`src/rtl/hazard_ctrl.sv`:
```
// hazard_ctrl: RAW stall, mispredict flush and LSU freeze control for a
// non-forwarding 5-stage RV32I pipeline, plus saturating perf counters.
module hazard_ctrl #(
  parameter bit          WB_BYPASS = 1'b0,
  parameter int unsigned CNT_W     = 32
) (
  input  logic             i_clk,
  input  logic             i_reset,
  input  logic             i_id_vld,
  input  logic [4:0]       i_id_rs1,
  input  logic [4:0]       i_id_rs2,
  input  logic             i_id_rs1_use,
  input  logic             i_id_rs2_use,
  input  logic [4:0]       i_id_rd,
  input  logic             i_id_rd_wren,
  input  logic             i_ex_mispred,
  input  logic             i_lsu_busy,
  input  logic             i_cnt_clr,
  output logic             o_stall_pc,
  output logic             o_freeze,
  output logic             o_flush_ifid,
  output logic             o_flush_idex,
  output logic             o_data_hazard,
  output logic [CNT_W-1:0] o_stall_cnt,
  output logic [CNT_W-1:0] o_flush_cnt,
  output logic [CNT_W-1:0] o_retire_cnt
);

  localparam int unsigned REG_W = 5;

  // Shadow of {vld, rd, wren} for the instructions in EX, MEM and WB.
  logic             ex_vld_q, ex_vld_d, ex_wren_q, ex_wren_d;
  logic             mem_vld_q, mem_vld_d, mem_wren_q, mem_wren_d;
  logic             wb_vld_q, wb_vld_d, wb_wren_q, wb_wren_d;
  logic [REG_W-1:0] ex_rd_q, ex_rd_d, mem_rd_q, mem_rd_d, wb_rd_q, wb_rd_d;

  logic [CNT_W-1:0] stall_cnt_q, stall_cnt_d;
  logic [CNT_W-1:0] flush_cnt_q, flush_cnt_d;
  logic [CNT_W-1:0] retire_cnt_q, retire_cnt_d;

  logic hit_ex_c, hit_mem_c, hit_wb_c, data_hazard_c, advance_c;

  // True when a shadow stage will write a register the ID instruction reads.
  function automatic logic stage_match(
    input logic             vld,
    input logic             wren,
    input logic [REG_W-1:0] rd,
    input logic [REG_W-1:0] rs1,
    input logic             rs1_use,
    input logic [REG_W-1:0] rs2,
    input logic             rs2_use
  );
    return vld & wren & (rd != '0) &
           ((rs1_use & (rs1 == rd)) | (rs2_use & (rs2 == rd)));
  endfunction

  // Saturating increment; clear wins over increment.
  function automatic logic [CNT_W-1:0] cnt_next(
    input logic [CNT_W-1:0] cnt,
    input logic             inc,
    input logic             clr
  );
    if (clr)                return '0;
    else if (inc && !(&cnt)) return cnt + CNT_W'(1);
    else                     return cnt;
  endfunction

  // RAW hazard detection against the ID instruction.
  always_comb begin
    hit_ex_c  = stage_match(ex_vld_q, ex_wren_q, ex_rd_q,
                            i_id_rs1, i_id_rs1_use, i_id_rs2, i_id_rs2_use);
    hit_mem_c = stage_match(mem_vld_q, mem_wren_q, mem_rd_q,
                            i_id_rs1, i_id_rs1_use, i_id_rs2, i_id_rs2_use);
    hit_wb_c  = stage_match(wb_vld_q, wb_wren_q, wb_rd_q,
                            i_id_rs1, i_id_rs1_use, i_id_rs2, i_id_rs2_use);
    data_hazard_c = i_id_vld & (hit_ex_c | hit_mem_c | (hit_wb_c & ~WB_BYPASS));
  end

  // Prioritised pipeline control: freeze > mispredict flush > RAW stall.
  always_comb begin
    o_stall_pc    = 1'b0;
    o_freeze      = 1'b0;
    o_flush_ifid  = 1'b0;
    o_flush_idex  = 1'b0;
    o_data_hazard = i_reset & data_hazard_c;
    if (i_reset) begin
      if (i_lsu_busy) begin
        o_freeze   = 1'b1;
        o_stall_pc = 1'b1;
      end else if (i_ex_mispred) begin
        o_flush_ifid = 1'b1;
        o_flush_idex = 1'b1;
      end else if (data_hazard_c) begin
        o_stall_pc   = 1'b1;
        o_flush_idex = 1'b1;
      end
    end
  end

  // Shadow advance and counter next-state; everything holds while frozen.
  always_comb begin
    advance_c  = ~i_lsu_busy;
    ex_vld_d   = ex_vld_q;
    ex_rd_d    = ex_rd_q;
    ex_wren_d  = ex_wren_q;
    mem_vld_d  = mem_vld_q;
    mem_rd_d   = mem_rd_q;
    mem_wren_d = mem_wren_q;
    wb_vld_d   = wb_vld_q;
    wb_rd_d    = wb_rd_q;
    wb_wren_d  = wb_wren_q;
    if (advance_c) begin
      wb_vld_d   = mem_vld_q;
      wb_rd_d    = mem_rd_q;
      wb_wren_d  = mem_wren_q;
      mem_vld_d  = ex_vld_q;
      mem_rd_d   = ex_rd_q;
      mem_wren_d = ex_wren_q;
      if (i_ex_mispred || data_hazard_c) begin
        ex_vld_d  = 1'b0;
        ex_rd_d   = '0;
        ex_wren_d = 1'b0;
      end else begin
        ex_vld_d  = i_id_vld;
        ex_rd_d   = i_id_rd;
        ex_wren_d = i_id_rd_wren;
      end
    end
    stall_cnt_d  = cnt_next(stall_cnt_q,
                            advance_c & ~i_ex_mispred & data_hazard_c, i_cnt_clr);
    flush_cnt_d  = cnt_next(flush_cnt_q, advance_c & i_ex_mispred, i_cnt_clr);
    retire_cnt_d = cnt_next(retire_cnt_q, advance_c & wb_vld_q, i_cnt_clr);
  end

  // Shadow and counter registers.
  always_ff @(posedge i_clk or negedge i_reset) begin
    if (!i_reset) begin
      ex_vld_q     <= 1'b0;
      ex_rd_q      <= '0;
      ex_wren_q    <= 1'b0;
      mem_vld_q    <= 1'b0;
      mem_rd_q     <= '0;
      mem_wren_q   <= 1'b0;
      wb_vld_q     <= 1'b0;
      wb_rd_q      <= '0;
      wb_wren_q    <= 1'b0;
      stall_cnt_q  <= '0;
      flush_cnt_q  <= '0;
      retire_cnt_q <= '0;
    end else begin
      ex_vld_q     <= ex_vld_d;
      ex_rd_q      <= ex_rd_d;
      ex_wren_q    <= ex_wren_d;
      mem_vld_q    <= mem_vld_d;
      mem_rd_q     <= mem_rd_d;
      mem_wren_q   <= mem_wren_d;
      wb_vld_q     <= wb_vld_d;
      wb_rd_q      <= wb_rd_d;
      wb_wren_q    <= wb_wren_d;
      stall_cnt_q  <= stall_cnt_d;
      flush_cnt_q  <= flush_cnt_d;
      retire_cnt_q <= retire_cnt_d;
    end
  end

  assign o_stall_cnt  = stall_cnt_q;
  assign o_flush_cnt  = flush_cnt_q;
  assign o_retire_cnt = retire_cnt_q;

endmodule

```
`config.mk`:
```
export PLATFORM = sky130hd
export DESIGN_NAME = hazard_ctrl
export DESIGN_NICKNAME = d
export VERILOG_FILES = /design/src/rtl/hazard_ctrl.sv
export SDC_FILE = /design/constraint.sdc
export NUM_CORES = 1
export LEC_CHECK = 0
export BUFFER_PORTS_ARGS = -buffer_cell sky130_fd_sc_hd__buf_2
export CORE_UTILIZATION = 60
export DETAILED_ROUTE_END_ITERATION = 10
export PLACE_DENSITY_LB_ADDON = 0.05
export SLEW_MARGIN = 40
export SYNTH_ARGS = -nofsm -noshare
export SYNTH_HDL_FRONTEND = slang
export SYNTH_SLANG_ARGS = --single-unit
```
`constraint.sdc`:
```
create_clock -name i_clk -period 4.22 [get_ports i_clk]
set_clock_uncertainty 0.1 [all_clocks]
set_input_delay 0.211 -clock i_clk [delete_from_list [all_inputs] [get_ports i_clk]]
set_output_delay 0.211 -clock i_clk [all_outputs]
set_load 0.005 [all_outputs]
```
### Yosys cells after proc, flatten, opt, wreduce, memory -nomap -nowiden

Cells that the tools add are included.

* reduce and logical (&&, ||, !) cells: 16
* mux-type cells: 21
* bitwise operators: 28
* eq/ne operators: 6
* $add $sub $neg: 3

Operator list (count)
* $mux 32: 6
* $add 32x1->32 const B: 3
* $reduce_and 32->1: 3
* $eq 5x5->1: 6
* $and 1x1->1: 21
* $reduce_bool 5->1: 3
* $mux 1: 14
* $reduce_bool 2->1: 3
* $mux 5: 1
* $or 1x1->1: 5
* $logic_and 1x1->1: 3
* $logic_not 1->1: 3
* $not 1->1: 2
* $logic_or 1x1->1: 1

* output and inout port bits: 101
* input bits: 24
* bits in registers: 117
* word-level logic and storage cells: 86

### Depth between registers and ports, before layout

* word-level depth: 11
* depth in mapped cells: 9
* gate-level depth less buffers: 8

### Least setup slack after synthesis

Ideal clock, no wire load.

* path type: reg-to-reg
* start point: register ex_rd_q[3]
* end point: register stall_cnt_q[24], in the netlist o_stall_cnt[24]
* path buffers: 1
* stages on the path, launching flop included: 9
* arrival time: 2.109 ns
* setup slack: 1.886 ns
* data required time: 3.995 ns
* cell sequence: dfrtp_1 > xor2_1 > nor4_1 > a32oi_1 > o22a_1 > and2_4 > buf_2 > nor4b_1 > mux2_2

* longest elaborated chain between the ends: 10

Ends and longest elaborated chain
* start, declared: line 35 `logic [REG_W-1:0] ex_rd_q, ex_rd_d, mem_rd_q, mem_rd_d, wb_rd_q, wb_rd_d;`
* start signal, assigned: line 152 `ex_rd_q <= ex_rd_d;`
* $eq 5x5->1: line 54 `((rs1_use & (rs1 == rd)) | (rs2_use & (rs2 == rd)));`
* $and 1x1->1: line 54
* $or 1x1->1: line 54
* $and 1x1->1 *: line 53 `return vld & wren & (rd != '0) &`
* $or 1x1->1 * (2 in series): line 76 `data_hazard_c = i_id_vld & (hit_ex_c | hit_mem_c | (hit_wb_c & ~WB_BYPASS));`
* $and 1x1->1 *: line 76
* $and 1x1->1 *: line 130 `advance_c & ~i_ex_mispred & data_hazard_c, i_cnt_clr);`
* $logic_and 1x1->1 *: line 64 `else if (inc && !(&cnt)) return cnt + CNT_W'(1);`
* $reduce_bool 2->1 (no source line) *
* end signal, assigned: line 160 `stall_cnt_q <= stall_cnt_d;`
* end, declared: line 37 `logic [CNT_W-1:0] stall_cnt_q, stall_cnt_d;`

Mark *: on every way between the ends. The rest lies on a longest branch, timed or not.
A chain may end at the register's enable or synchronous reset.

### Final worst setup path

* start point: register wb_rd_q[1]
* end point: output port o_flush_idex

* longest elaborated chain between the ends: 10

Ends and longest elaborated chain
* start, declared: line 35
* start signal, assigned: line 158 `wb_rd_q <= wb_rd_d;`
* $eq 5x5->1: line 54
* $and 1x1->1: line 54
* $or 1x1->1: line 54
* $and 1x1->1 *: line 53
* $or 1x1->1 *: line 76
* $and 1x1->1 *: line 76
* $mux 1 *: line 93 `end else if (data_hazard_c) begin`
* $mux 1 *: line 90 `end else if (i_ex_mispred) begin`
* $mux 1 *: line 87 `if (i_lsu_busy) begin`
* $mux 1 *: line 86 `if (i_reset) begin`
* end, declared: line 22 `output logic o_flush_idex,`

Marks and branches as above.

==> results.json <==
{
  "core-area_mm2": 0.0103,
  "drtIter0Drc": 326,
  "clockBufferDepth": 2,
  "status": "finished, final reports clean",
  "max-slew-margin-rel": 0.484,
  "cts-root-buf": "clkbuf_8",
  "required_ns": 3.91,
  "p_leak_nw": 3.56,
  "yosys-top-cells-area": "dfrtp_1 46%, xor2_1 7.5%, nor2_1 5.2%",
  "fin_tns_setup_ns": 0,
  "ys_seq_elements": 117,
  "period_share": 0.751,
  "die_area_mm2": 0.0110,
  "worstSetupEndpointType": "output pin",
  "worst_setup_path_start_kind": "flip-flop",
  "die_h_um": 105,
  "path_class": "flip-flop to output pin",
  "htree_levels": 4,
  "final_layout_size_suffix_gt1_frac": 0.239,
  "cts_num_sinks": 117,
  "timing.rr.start": "o_stall_cnt[7]$_DFFE_PN0P_",
  "synth_edf_count": 0,
  "antenna_cells": 0,
  "nets": 809,
  "wl_mm": 15.4,
  "place.gp.congestion": 0.879,
  "grt_max_degree": 65,
  "cap_violations": 0,
  "synth_common_cells": "117 x dfrtp_1, 88 x nor2_1, 54 x xor2_1",
  "initial_core_util": 0.616,
  "ys_seq_area_frac": 0.463,
  "drv_slew": 0,
  "cts_setup_buffers": 0,
  "critPathMaxFanout": 57,
  "ant_nets": 0,
  "reg2reg_depth": 6,
  "worstMarginPinSlew_ns": 0.772,
  "grt_pass1_wl_mm": 25.9,
  "r2r_end": "o_stall_cnt[5]$_DFFE_PN0P_",
  "final_util": 0.749,
  "hold_buffers": 8,
  "cp.arrival_ns": 2.86,
  "cts.reportedPaths.clkPinSlew_ns": 0.06,
  "grt_overflow": 0,
  "vias": 5489,
  "cts_made_buffers": 17,
  "die_w_um": 105,
  "wl_per_cell_um": 16.6,
  "viasPerCell": 5.90,
  "drtPass1Iterations": 5,
  "yosys.area.top_type": "dfrtp_1",
  "gr-usage-all-layers": 0.294,
  "path_delay_family": "simple AND/OR/NAND/NOR gates",
  "dp_hpwl_mm": 10.1,
  "path_cells": "or4_1 -> o2111ai_1 -> o22a_1 -> and2_4 -> nor2b_1 -> nor3b_1 -> buf_2",
  "grt_pass1_vias": 5264,
  "cp_slowest_stage_delay_ns": 0.57,
  "cts_resized": 0,
  "syn_avg_cell_area_um2": 9.64,
  "fmax_mhz": 315,
  "synth.top_cell.area_share": 0.463,
  "portBuffers": 124,
  "synth_cell_type_count": 45,
  "hold_viol": 0,
  "cpMaxStageDelayCell": "or4_1",
  "n_fill_cell": 775,
  "power.density_mw_per_mm2": 358,
  "synthesis.area_mm2": 0.00633,
  "pin_count": 125,
  "setup_violations": 0,
  "synth_most_common_cell": "dfrtp_1",
  "antenna_found_initial": 0,
  "syn-num-nets": 683,
  "area_delta_synth_final_pct": 21.7,
  "insertion_delay_ns": 0.52,
  "worst-path-buf-inv": 1,
  "ir_worst_vdd_v": 0.000198,
  "ys.flop_type": "dfrtp_1",
  "synth_warnings": 0,
  "rsz0062_at_grt": "no",
  "syn_inst": 656,
  "rrSetupSlack_ns": 1.51,
  "synth-async-reset-ratio": 1.00,
  "tritoncts": "built",
  "post-route-min-period_ns": 3.17,
  "rows": 37,
  "drc": 0,
  "min_path_type": "input pin to asynchronous set/reset pin"
}
## per-layer routing
| metal | routed length, um | vias to the layer above | global-route usage |
|---|---|---|---|
| met5 | 0 | - | 0 |
| met4 | 123 | 0 | 0.0825 |
| met3 | 850 | 13 | 0.0667 |
| met2 | 7660 | 162 | 0.483 |
| met1 | 6800 | 2702 | 0.393 |
| li1 | - | 2612 | - |
## state kept, by name, summed over array words and instances, names as in the netlist, 5 cells and up
signal	flops
o_stall_cnt	32
mem_rd_q	5
ex_rd_q	5
o_flush_cnt	32
o_retire_cnt	32
wb_rd_q	5
## power by group
group | switching [mW] | leakage [nW] | internal [mW]
Sequential | 0.0335 | 1.61 | 1.15
Clock | 0.524 | 0.283 | 0.884
Combinational | 0.0969 | 1.66 | 0.0706
Total | 0.654 | 3.56 | 2.10
## kinds of logic after synthesis
| logic type | share of synthesized area |
|---|---|
| adder cells (fa/ha/maj) | 0.00593 |
| multiplexers | 0.0392 |
| buffers and inverters | 0.0275 |
| AND/OR/NAND/NOR | 0.264 |
| XOR/XNOR | 0.119 |
| flip-flops | 0.463 |
| AO/OA/AOI/OAI | 0.0819 |
## metrics by stage
stage                     instances  setup slack, ns  area, um^2  hold slack, ns  total power [mW]
after floorplan                 656             1.89        6330          -0.185              1.29
final                           931             1.05        7700          0.0608              2.76
after global placement          890             1.39        7000           0.207              1.35
after global routing            931            0.904        7700          0.0950              2.84
after CTS                       930             1.06        7670          0.0912              2.76
after detailed placement        890             1.27        7010           0.213              1.36
## how the worst max path moves through the flow
stage / startpoint / to / slack [ns] / depth (start not counted)
floorplan: ex_rd_q[3]$_DFFE_PN0N_ / o_stall_cnt[24]$_DFFE_PN0P_ / 1.89 / 8
global placement: o_stall_cnt[7]$_DFFE_PN0P_ / o_stall_cnt[5]$_DFFE_PN0P_ / 1.39 / 6
detailed placement: o_stall_cnt[7]$_DFFE_PN0P_ / o_stall_cnt[5]$_DFFE_PN0P_ / 1.27 / 6
CTS: wb_rd_q[1]$_DFFE_PN0N_ / o_flush_idex / 1.06 / 7
global route: wb_rd_q[1]$_DFFE_PN0N_ / o_flush_idex / 0.90 / 7
finish: wb_rd_q[1]$_DFFE_PN0N_ / o_flush_idex / 1.05 / 7
## layout make-up
class / instances / area [um^2] / area share
clock buffers: 20 / 455 / 0.0592
flip-flops and latches: 117 / 2930 / 0.380
multi-input cells: 501 / 3230 / 0.420
repair buffers: 135 / 744 / 0.0967
clock inverters: 12 / 129 / 0.0167
inverters: 10 / 37.5 / 0.00488
well taps: 136 / 170 / 0.0221
## cell usage in the layout, fill, tap and decap left out, types with 5 or more instances in the layout
cell type	instances
nor3_1	9
dfrtp_1	117
nand3_1	36
mux2_2	21
clkbuf_16	16
and2_1	7
inv_1	10
nor2_1	88
and4_1	5
o21ai_0	14
nor2b_1	10
or3_1	13
and3_1	25
xor2_1	54
a22o_1	7
o31ai_1	17
xnor2_1	32
a21oi_1	33
nand4_1	28
dlygate4sd3_1	8
or4_1	20
buf_2	122
nand2_1	36
nor4_1	13
No activity file was read; power rests on OpenSTA's default activity.
